==> config.mk <==
export PLATFORM = sky130hd
export DESIGN_NAME = bootrom_patch_flat
export DESIGN_NICKNAME = d
export VERILOG_FILES = /design/src/rtl/bootrom_pkg.sv /design/src/rtl/bootrom_patch_if.sv /design/src/rtl/bootrom_patch_cam.sv /design/src/rtl/bootrom_patch.sv /design/src/flat_wrapper.sv
export SDC_FILE = /design/constraint.sdc
export NUM_CORES = 1
export LEC_CHECK = 0
export CAP_MARGIN = 20
export CORE_MARGIN = 2
export CORE_UTILIZATION = 57
export DETAILED_ROUTE_END_ITERATION = 7
export GPL_TIMING_DRIVEN = 0
export PLACE_DENSITY = 0.81
export SKIP_CTS_REPAIR_TIMING = 1
export SLEW_MARGIN = 30
export SYNTH_ARGS = -nofsm -noshare
export SYNTH_HDL_FRONTEND = slang
export SYNTH_SLANG_ARGS = --single-unit
==> constraint.sdc <==
create_clock -name clk -period 4.32 [get_ports clk]
set_clock_uncertainty 0.1 [all_clocks]
set_input_delay 1.296 -clock clk [delete_from_list [all_inputs] [get_ports clk]]
set_output_delay 1.296 -clock clk [all_outputs]
set_load 0.02 [all_outputs]
==> src/rtl/bootrom_pkg.sv <==
// Shared constants for the boot ROM: basic-computer opcodes, SPI base and the
// fixed boot image that the patch overlay sits on top of.
package bootrom_pkg;

    localparam int ROM_W = 16;

    localparam logic [ROM_W-1:0] I_BIT  = 16'h8000;
    localparam logic [ROM_W-1:0] OP_AND = 16'h0000;
    localparam logic [ROM_W-1:0] OP_ADD = 16'h1000;
    localparam logic [ROM_W-1:0] OP_LDA = 16'h2000;
    localparam logic [ROM_W-1:0] OP_STA = 16'h3000;
    localparam logic [ROM_W-1:0] OP_BUN = 16'h4000;
    localparam logic [ROM_W-1:0] OP_BSA = 16'h5000;
    localparam logic [ROM_W-1:0] OP_ISZ = 16'h6000;
    localparam logic [ROM_W-1:0] OP_CLE = 16'h7400;
    localparam logic [ROM_W-1:0] OP_CMA = 16'h7200;
    localparam logic [ROM_W-1:0] OP_CME = 16'h7100;
    localparam logic [ROM_W-1:0] OP_CIR = 16'h7080;
    localparam logic [ROM_W-1:0] OP_CIL = 16'h7040;
    localparam logic [ROM_W-1:0] OP_INC = 16'h7020;
    localparam logic [ROM_W-1:0] OP_SPA = 16'h7010;
    localparam logic [ROM_W-1:0] OP_SNA = 16'h7008;
    localparam logic [ROM_W-1:0] OP_SZA = 16'h7004;
    localparam logic [ROM_W-1:0] OP_HLT = 16'h7001;
    localparam logic [ROM_W-1:0] OP_INP = 16'hF800;
    localparam logic [ROM_W-1:0] OP_OUT = 16'hF400;
    localparam logic [ROM_W-1:0] OP_SKI = 16'hF200;

    localparam logic [7:0] SPI_BASE = 8'h90;

    // Anything past the end of the program reads as a halt.
    function automatic logic [ROM_W-1:0] rom_image(input int unsigned a);
        case (a)
            0:  return 16'hF200;
            1:  return 16'h4000;
            2:  return 16'hF800;
            3:  return 16'h1007;
            4:  return 16'hF400;
            5:  return 16'h3090;
            6:  return 16'h7010;
            7:  return 16'h0011;
            8:  return 16'h2007;
            9:  return 16'h000B;
            10: return 16'h7004;
            11: return 16'h0090;
            12: return 16'hA007;
            13: return 16'h9011;
            14: return 16'hB00B;
            15: return 16'h7200;
            16: return 16'h7008;
            17: return 16'h0007;
            18: return 16'h7080;
            19: return 16'hF400;
            20: return 16'h7400;
            21: return 16'h7040;
            22: return 16'hF400;
            23: return 16'h7020;
            24: return 16'h7100;
            25: return 16'h7040;
            26: return 16'hF400;
            27: return 16'h501E;
            28: return 16'h6091;
            29: return 16'h7001;
            30: return 16'h001C;
            31: return 16'hC01E;
            default: return OP_HLT;
        endcase
    endfunction

endpackage

==> src/rtl/bootrom_patch_if.sv <==
// CPU-side bus of the boot ROM: access request, patch write data, lock pulse
// and the registered read/status outputs.
interface bootrom_patch_if #(
    parameter int DATA_W  = 16,
    parameter int ADDR_W  = 5,
    parameter int PATCH_N = 4
);
    localparam int CNT_W = $clog2(PATCH_N + 1);

    logic              cs;
    logic              we;
    logic [ADDR_W-1:0] addr;
    logic [DATA_W-1:0] din;
    logic              lock;
    logic [DATA_W-1:0] dout;
    logic              rd_valid;
    logic              locked;
    logic [CNT_W-1:0]  patch_cnt;
    logic              err;

    modport master (
        output cs, we, addr, din, lock,
        input  dout, rd_valid, locked, patch_cnt, err
    );

    modport slave (
        input  cs, we, addr, din, lock,
        output dout, rd_valid, locked, patch_cnt, err
    );
endinterface

==> src/rtl/bootrom_patch_cam.sv <==
// Fully-associative patch table: per-entry valid/address/data with a
// combinational lookup. Which entry to write is decided by the caller.
module patch_cam #(
    parameter int DATA_W  = 16,
    parameter int ADDR_W  = 5,
    parameter int PATCH_N = 4,
    parameter int IDX_W   = 2
) (
    input  logic              clk,
    input  logic              rst_n,
    input  logic              wr_en,
    input  logic [IDX_W-1:0]  wr_idx,
    input  logic [ADDR_W-1:0] wr_addr,
    input  logic [DATA_W-1:0] wr_data,
    input  logic [ADDR_W-1:0] lookup_addr,
    output logic              hit,
    output logic [IDX_W-1:0]  hit_idx,
    output logic [DATA_W-1:0] hit_data
);
    logic [PATCH_N-1:0] valid;
    logic [ADDR_W-1:0]  tag  [PATCH_N];
    logic [DATA_W-1:0]  data [PATCH_N];

    always_ff @(posedge clk) begin
        if (!rst_n)
            valid <= '0;
        else if (wr_en)
            valid[wr_idx] <= 1'b1;
    end

    // Tag/data need no reset: an entry is ignored until its valid bit is set.
    always_ff @(posedge clk) begin
        if (wr_en) begin
            tag[wr_idx]  <= wr_addr;
            data[wr_idx] <= wr_data;
        end
    end

    always_comb begin
        hit      = 1'b0;
        hit_idx  = '0;
        hit_data = '0;
        for (int i = 0; i < PATCH_N; i++) begin
            if (valid[i] && tag[i] == lookup_addr) begin
                hit      = 1'b1;
                hit_idx  = IDX_W'(i);
                hit_data = data[i];
            end
        end
    end
endmodule

==> src/rtl/bootrom_patch.sv <==
// Boot ROM with a write-once patch overlay: registered reads, patch
// allocation in fill order, lock and sticky error for dropped writes.
module bootrom_patch
    import bootrom_pkg::*;
#(
    parameter int DATA_W  = 16,
    parameter int ADDR_W  = 5,
    parameter int PATCH_N = 4
) (
    input logic            clk,
    input logic            rst_n,
    bootrom_patch_if.slave bus
);
    localparam int CNT_W = $clog2(PATCH_N + 1);
    localparam int IDX_W = (PATCH_N > 1) ? $clog2(PATCH_N) : 1;

    logic              rd_req;
    logic              wr_req;
    logic              has_room;
    logic              cam_we;
    logic              hit;
    logic [IDX_W-1:0]  hit_idx;
    logic [IDX_W-1:0]  wr_idx;
    logic [DATA_W-1:0] hit_data;
    logic [CNT_W-1:0]  cnt;

    assign rd_req   = bus.cs & ~bus.we;
    assign wr_req   = bus.cs & bus.we;
    assign has_room = cnt < CNT_W'(PATCH_N);

    // A hit rewrites its own entry, so an address never occupies two slots.
    assign cam_we = wr_req & ~bus.locked & (hit | has_room);
    assign wr_idx = hit ? hit_idx : cnt[IDX_W-1:0];

    patch_cam #(
        .DATA_W (DATA_W),
        .ADDR_W (ADDR_W),
        .PATCH_N(PATCH_N),
        .IDX_W  (IDX_W)
    ) u_cam (
        .clk        (clk),
        .rst_n      (rst_n),
        .wr_en      (cam_we),
        .wr_idx     (wr_idx),
        .wr_addr    (bus.addr),
        .wr_data    (bus.din),
        .lookup_addr(bus.addr),
        .hit        (hit),
        .hit_idx    (hit_idx),
        .hit_data   (hit_data)
    );

    assign bus.patch_cnt = cnt;

    // The lock samples the pre-edge locked value, so a same-cycle write lands first.
    always_ff @(posedge clk) begin
        if (!rst_n) begin
            bus.dout     <= '0;
            bus.rd_valid <= 1'b0;
            bus.locked   <= 1'b0;
            bus.err      <= 1'b0;
            cnt          <= '0;
        end else begin
            bus.rd_valid <= rd_req;
            if (rd_req)
                bus.dout <= hit ? hit_data : DATA_W'(rom_image(32'(bus.addr)));
            if (wr_req && (bus.locked || (!hit && !has_room)))
                bus.err <= 1'b1;
            if (cam_we && !hit)
                cnt <= cnt + 1'b1;
            if (bus.lock)
                bus.locked <= 1'b1;
        end
    end
endmodule

==> src/flat_wrapper.sv <==
// flat-port wrapper written by rule: the top's interface ports become plain ports
module bootrom_patch_flat import bootrom_pkg::*;
#(
    parameter int DATA_W  = 16,
    parameter int ADDR_W  = 5,
    parameter int PATCH_N = 4
)
  (clk, rst_n, bus_cs, bus_we, bus_addr, bus_din, bus_lock, bus_dout, bus_rd_valid, bus_locked, bus_patch_cnt, bus_err);
  bootrom_patch_if #(.DATA_W(DATA_W), .ADDR_W(ADDR_W), .PATCH_N(PATCH_N)) bus_i ();
  input logic clk;
  input logic rst_n;
  input wire logic [$bits(bus_i.cs)-1:0] bus_cs;
  input wire logic [$bits(bus_i.we)-1:0] bus_we;
  input wire logic [$bits(bus_i.addr)-1:0] bus_addr;
  input wire logic [$bits(bus_i.din)-1:0] bus_din;
  input wire logic [$bits(bus_i.lock)-1:0] bus_lock;
  output wire logic [$bits(bus_i.dout)-1:0] bus_dout;
  output wire logic [$bits(bus_i.rd_valid)-1:0] bus_rd_valid;
  output wire logic [$bits(bus_i.locked)-1:0] bus_locked;
  output wire logic [$bits(bus_i.patch_cnt)-1:0] bus_patch_cnt;
  output wire logic [$bits(bus_i.err)-1:0] bus_err;
  assign bus_i.cs = bus_cs;
  assign bus_i.we = bus_we;
  assign bus_i.addr = bus_addr;
  assign bus_i.din = bus_din;
  assign bus_i.lock = bus_lock;
  assign bus_dout = bus_i.dout;
  assign bus_rd_valid = bus_i.rd_valid;
  assign bus_locked = bus_i.locked;
  assign bus_patch_cnt = bus_i.patch_cnt;
  assign bus_err = bus_i.err;
  bootrom_patch #(.DATA_W(DATA_W), .ADDR_W(ADDR_W), .PATCH_N(PATCH_N)) u_core (.clk(clk), .rst_n(rst_n), .bus(bus_i));
endmodule
# Word-level counts from Yosys, hierarchy flattened
# Memory sizes are Yosys's and may differ from the RTL's.
# Index checks and enable logic that the tools add are counted.
# word_totals
wordCells	53
mem_count	3
mem_bits_rw	84
mem_bits_ro	512
output_inout_bits	22
register_bits	26
# classes
addsub	1
mux	17
n_reduce_logical	11
order_cmp	3
n_bitwise	8
n_eq_ne	4
# memory_table
memory	words	width	read_ports	rd_clocked_by_memory_dff	write_ports	line	text
(no name shown)	32	16	1	0	0	bootrom_pkg.sv:33	case (a)
u_core.u_cam.data	4	16	4	0	1	bootrom_patch_cam.sv:22	logic [DATA_W-1:0] data [PATCH_N];
u_core.u_cam.tag	4	5	4	0	1	bootrom_patch_cam.sv:21	logic [ADDR_W-1:0] tag [PATCH_N];
# op_table
op	count
$mux W16	5
$eq A5 B5 Y1	4
$logic_and A1 B1 Y1	8
$mux W1	8
$mux W2	3
$and A1 B1 Y1	4
$or A4 B4 Y4	1
$add A3 B1 Y3 const B	1
$lt A2 B3 Y1 const B	1
$lt A3 B3 Y1 const B	1
$demux W1 S2	1
$ge A2 B1 Y1 const B	1
$logic_not A1 Y1	2
$not A1 Y1	2
$logic_or A1 B1 Y1	1
$or A1 B1 Y1	1

# Longest topological paths before layout
# An unclocked memory read counts as a cell.
# depth
ltp_word	13
ltp_mapped	9
ltp_nobuf	6

# Hierarchy
# From an unflattened synthesis, not the netlist that was laid out.
# hier_totals
cells_unflattened	375
area_unflattened_um2	4922.2
# modules_own_cells
module	instances	cells_each	area_per_inst_um2
patch_cam	1	193	3493.4
bootrom_patch	1	182	1428.9

# Worst setup path after synthesis
# No wires, ideal clock.
# synth_path
path_kind	in2reg
startpoint	input bus_addr[4]
endpoint	memory u_core.u_cam.data[2][0], enable pin
t_arrival_ps	3459
path_stages	6
setup_ps	408
setup_slack_ps	353
n_path_buf	1
path_cell_list	buf_2 > xnor2_1 > nand4_2 > o22ai_2 > nand2_1 > a21oi_1
# synth_between
elab_chain_cells	10
# synth_rtl
item	line	text
from (decl)	flat_wrapper.sv:14	input wire logic [$bits(bus_i.addr)-1:0] bus_addr;
$eq A5 B5 Y1	bootrom_patch_cam.sv:44	if (valid[i] && tag[i] == lookup_addr) begin
$logic_and A1 B1 Y1	bootrom_patch_cam.sv:44	
$mux W1 (4 in series)	bootrom_patch_cam.sv:44	
$or A1 B1 Y1	bootrom_patch.sv:32	assign cam_we = wr_req & ~bus.locked & (hit | has_room);
$and A1 B1 Y1	bootrom_patch.sv:32	
$mux W1	bootrom_patch_cam.sv:33	if (wr_en) begin
$mux W1 (not written as such)	bootrom_patch_cam.sv:35	data[wr_idx] <= wr_data;
to (decl)	bootrom_patch_cam.sv:22	
# Parallel ways exist; a longest one is shown, timed or not.

# Worst setup path in the final report
# layout_path
startpoint	input bus_addr[1]
endpoint	memory u_core.u_cam.tag[1][0], enable pin
# layout_between
elab_chain_cells	10
# layout_rtl
item	line	text
$eq A5 B5 Y1	bootrom_patch_cam.sv:44	
$logic_and A1 B1 Y1	bootrom_patch_cam.sv:44	
$mux W1 (4 in series)	bootrom_patch_cam.sv:44	
$or A1 B1 Y1	bootrom_patch.sv:32	
$and A1 B1 Y1	bootrom_patch.sv:32	
$mux W1	bootrom_patch_cam.sv:33	
$mux W1 (not written as such)	bootrom_patch_cam.sv:34	tag[wr_idx] <= wr_addr;
to (decl)	bootrom_patch_cam.sv:21	
# Parallel ways exist; a longest one is shown, timed or not.

==> flow_summary.toml <==
[run_status]
status = "finished clean"

[power_and_ir_drop]
static-leakage-power_nw = 1.80
finalPower_w = 0.00195
worst_ir_drop_vdd_v = 0.000272
power_density_nw_per_um2 = 339

[drt]
route.met3.wl_um = 815
first_iter_violations = 271
num_vias = 3607
drc_errors = 0
drt.antenna.violating_nets = 0
uppermost_layer_routed = "met4"
drt_first_pass_iters = 5
route.layer.met1.wl_um = 5060
avgViaCountPerCell = 6.44
detail_route.wirelength_um = 12000
met2_wirelength_um = 5980
wl_per_cell_um = 21.5

[finish]
finalNonFillerCells = 560
multi_input_area_um2 = 1700
final_layout_size_suffix_gt1_frac = 0.105
finish.instance_area_um2 = 5750
fillerInstances = 595
synthToLayoutAreaGrowth_pct = 17.5
storage_cell_area_um2 = 3040
antenna-diode-count = 0
finish.net_count = 477

[synthesis]
mappedNetlistArea_um2 = 4890
average_cell_area_after_synthesis_um2 = 12.5
synth_most_common_cell = "sky130_fd_sc_hd__edfxtp_1"
syn_inst = 391
postSynthRegisterBits = 110
post-synth-top-area-cell = "sky130_fd_sc_hd__edfxtp_1"
mappedNetlistNets = 418
number_of_enable_flip_flop_cells_after_synthesis = 84
post-synth-top-area-fraction = 0.516
ys.warnings.count = 0
synthFlopType = "sky130_fd_sc_hd__edfxtp_1"
synth.top_cells.by_area = "sky130_fd_sc_hd__edfxtp_1 52%, sky130_fd_sc_hd__dfxtp_1 11%, sky130_fd_sc_hd__xnor2_1 3.0%"
async_reset_ff_frac = 0
yosys-top-cells-count = "84 x sky130_fd_sc_hd__edfxtp_1, 31 x sky130_fd_sc_hd__nand2_1, 29 x sky130_fd_sc_hd__o21ai_0"
distinct_cell_type_count_of_the_synthesized_netlist = 57
synth_seq_area_share = 0.622

[worst_setup_path]
worstPathRequired_ns = 4.23
crit_arrival_ns = 4.10
critical_path.endpoint_type = "flip-flop"
start_kind = "input port"
crit_path_start = "bus_addr[1]"
master_of_the_slowest_instance_on_the_critical_path = "sky130_fd_sc_hd__and4_2"
ff2ff_setup_slack_ns = 1.46
cpPeakStageDelay_ns = 0.74
timing.rr.start = "u_core.u_cam.tag[2][1]"
worst_setup_path_endpoint = "u_core.u_cam.tag[1][0]"
number_of_cell_instances_on_the_worst_register_to_register_path = 6
path_max_fanout = 22
cp_cell_sequence = "clkdlybuf4s50_1, buf_4, xnor2_1, nand4_2, or2_1, o211ai_1, and4_2"
worst_setup_path_type = "in2reg"
timing.rr.end = "u_core.u_cam.tag[1][0]"

[clocking]
clockRootBuffer = "sky130_fd_sc_hd__clkbuf_8"
cts-buffers-inserted = 9
worst_setup_hold_path_clk_slew_ns = 0.09
clock-sinks = 110
cts_max_level = 3
cts_tree = "built"
max-clock-path-buffers = 2
worst_skew_pair.late_latency_ns = 0.37

[grt]
grt_antenna_before_repair = 0
grtUsageTotal = 0.263
largest_net_degree_at_the_start_of_global_routing = 23
grt_overflow_total = 0
grt_first_pass_wirelength_um = 19000
first_global_vias = 3513

[floorplanning]
floorplan.initialDensity = 0.592
area_of_the_die_um2 = 9340
die_w_um = 96.6
row_count = 33
chipHeight_um = 96.6
top_level_ports = 48
core_area_um2 = 8260

[sta]
tightestPinTransition_ns = 0.661
finalMaxSlewViolations = 0
maxSlewHeadroom = 0.558
final_sum_of_negative_setup_slack_ns = 0
f_max_ghz = 0.239
fin_crit_sh = 0.969
rsz0062_at_grt = "false"
timing.final.ws_setup_ns = 0.134
setup_viol = 0
period_needed_ns = 4.19
final-hold-violation-count = 0

[placed_design]
dpl.hpwl_um = 8230
io_buffers = 46
place_area_um2 = 5550
dp_cells = 544
gp_congestion = 0.928
dp_worst_setup_slack_ns = -0.329

[worst_hold_path]
hold_path.class = "reg2reg"

[run]
maxCapViolCount = 0
## registers in the layout (all words and copies together) (netlist names)
| signal | flops |
|---|---|
| u_core.u_cam.tag | 20 |
| u_core.bus.rd_valid | 1 |
| u_core.bus.err | 1 |
| u_core.bus.locked | 1 |
| u_core.bus.patch_cnt | 3 |
| u_core.u_cam.valid | 4 |
| u_core.bus.dout | 16 |
| u_core.u_cam.data | 64 |
## kinds of logic after synthesis
| kind of cell | after synthesis | synth area share |
|---|---|---|
| compound gates | 131 | 0.199 |
| flops | 110 | 0.622 |
| simple gates | 93 | 0.0995 |
| buf+inv | 34 | 0.0363 |
| xor+xnor | 22 | 0.0409 |
| fa+ha+maj | 1 | 0.00256 |
## worst max-delay path: cells and delay by family
kind / cells / cell delay, ns
AND/OR/NAND/NOR: 3 / 1.49
XOR/XNOR: 1 / 0.15
buffers and inverters: 2 / 0.92
AO/OA/AOI/OAI: 1 / 0.23
## layout by cell type (no fill, tap or decap), types with 4 or more instances in the layout
| cell | instances |
|---|---|
| sky130_fd_sc_hd__xnor2_1 | 17 |
| sky130_fd_sc_hd__nor2_1 | 19 |
| sky130_fd_sc_hd__buf_2 | 7 |
| sky130_fd_sc_hd__dfxtp_1 | 26 |
| sky130_fd_sc_hd__edfxtp_1 | 84 |
| sky130_fd_sc_hd__o32ai_1 | 8 |
| sky130_fd_sc_hd__buf_6 | 4 |
| sky130_fd_sc_hd__nor2b_1 | 5 |
| sky130_fd_sc_hd__a221o_1 | 7 |
| sky130_fd_sc_hd__o31ai_1 | 4 |
| sky130_fd_sc_hd__a221oi_1 | 7 |
| sky130_fd_sc_hd__o211ai_1 | 13 |
| sky130_fd_sc_hd__nand3_1 | 6 |
| sky130_fd_sc_hd__clkbuf_1 | 14 |
| sky130_fd_sc_hd__a31oi_1 | 8 |
| sky130_fd_sc_hd__clkbuf_8 | 9 |
| sky130_fd_sc_hd__and2_1 | 10 |
| sky130_fd_sc_hd__nand2_1 | 31 |
| sky130_fd_sc_hd__o21a_1 | 7 |
| sky130_fd_sc_hd__a32o_1 | 9 |
| sky130_fd_sc_hd__xor2_1 | 4 |
| sky130_fd_sc_hd__clkdlybuf4s50_1 | 46 |
| sky130_fd_sc_hd__o21ai_0 | 29 |
| sky130_fd_sc_hd__a21oi_1 | 16 |
## layout make-up
| type | instances | share of cell area |
|---|---|---|
| Buffer | 31 | 0.0290 |
| Clock buffer | 9 | 0.0215 |
| Clock inverter | 7 | 0.0113 |
| Inverter | 3 | 0.00196 |
| Multi-Input combinational cell | 247 | 0.296 |
| Sequential cell | 110 | 0.529 |
| Tap cell | 105 | 0.0229 |
| Timing Repair Buffer | 48 | 0.0875 |
## power by group
part	total, W	internal (W)	switching (W)	leakage [nW]
clock network	0.000587	0.000222	0.000366	0.0925
registers	0.00117	0.00116	0.0000118	0.973
logic	0.000187	0.0000788	0.000108	0.738
## per-stage QoR
| stage | util | hold slack, ns |
|---|---|---|
| 2_1_floorplan | - | 0.332 |
| 3_3_place_gp | 0.664 | 0.339 |
| 3_5_place_dp | 0.672 | 0.353 |
| 4_1_cts | 0.695 | 0.373 |
| 5_1_grt | 0.696 | 0.394 |
| 6_report | 0.696 | 0.370 |
## how the worst min path moves through the flow
stage | start | endpoint | slack, ns | cells after the start
detailed placement | u_core.u_cam.valid[1] | u_core.u_cam.valid[1] | 0.35 | 1
global placement | u_core.u_cam.valid[1] | u_core.u_cam.valid[1] | 0.34 | 1
global route | u_core.bus.dout[2] | u_core.bus.dout[2] | 0.39 | 1
CTS | u_core.u_cam.valid[1] | u_core.u_cam.valid[1] | 0.37 | 1
floorplan | u_core.u_cam.valid[1] | u_core.u_cam.valid[1] | 0.33 | 1
finish | u_core.u_cam.valid[1] | u_core.u_cam.valid[1] | 0.37 | 1
## metal layers
layer,global-route usage,vias to the layer above
li1,-,1639
met5,0,-
met2,0.434,184
met1,0.360,1765
met4,0.0834,0
met3,0.0397,19
No activity file was read; power rests on OpenSTA's default activity.
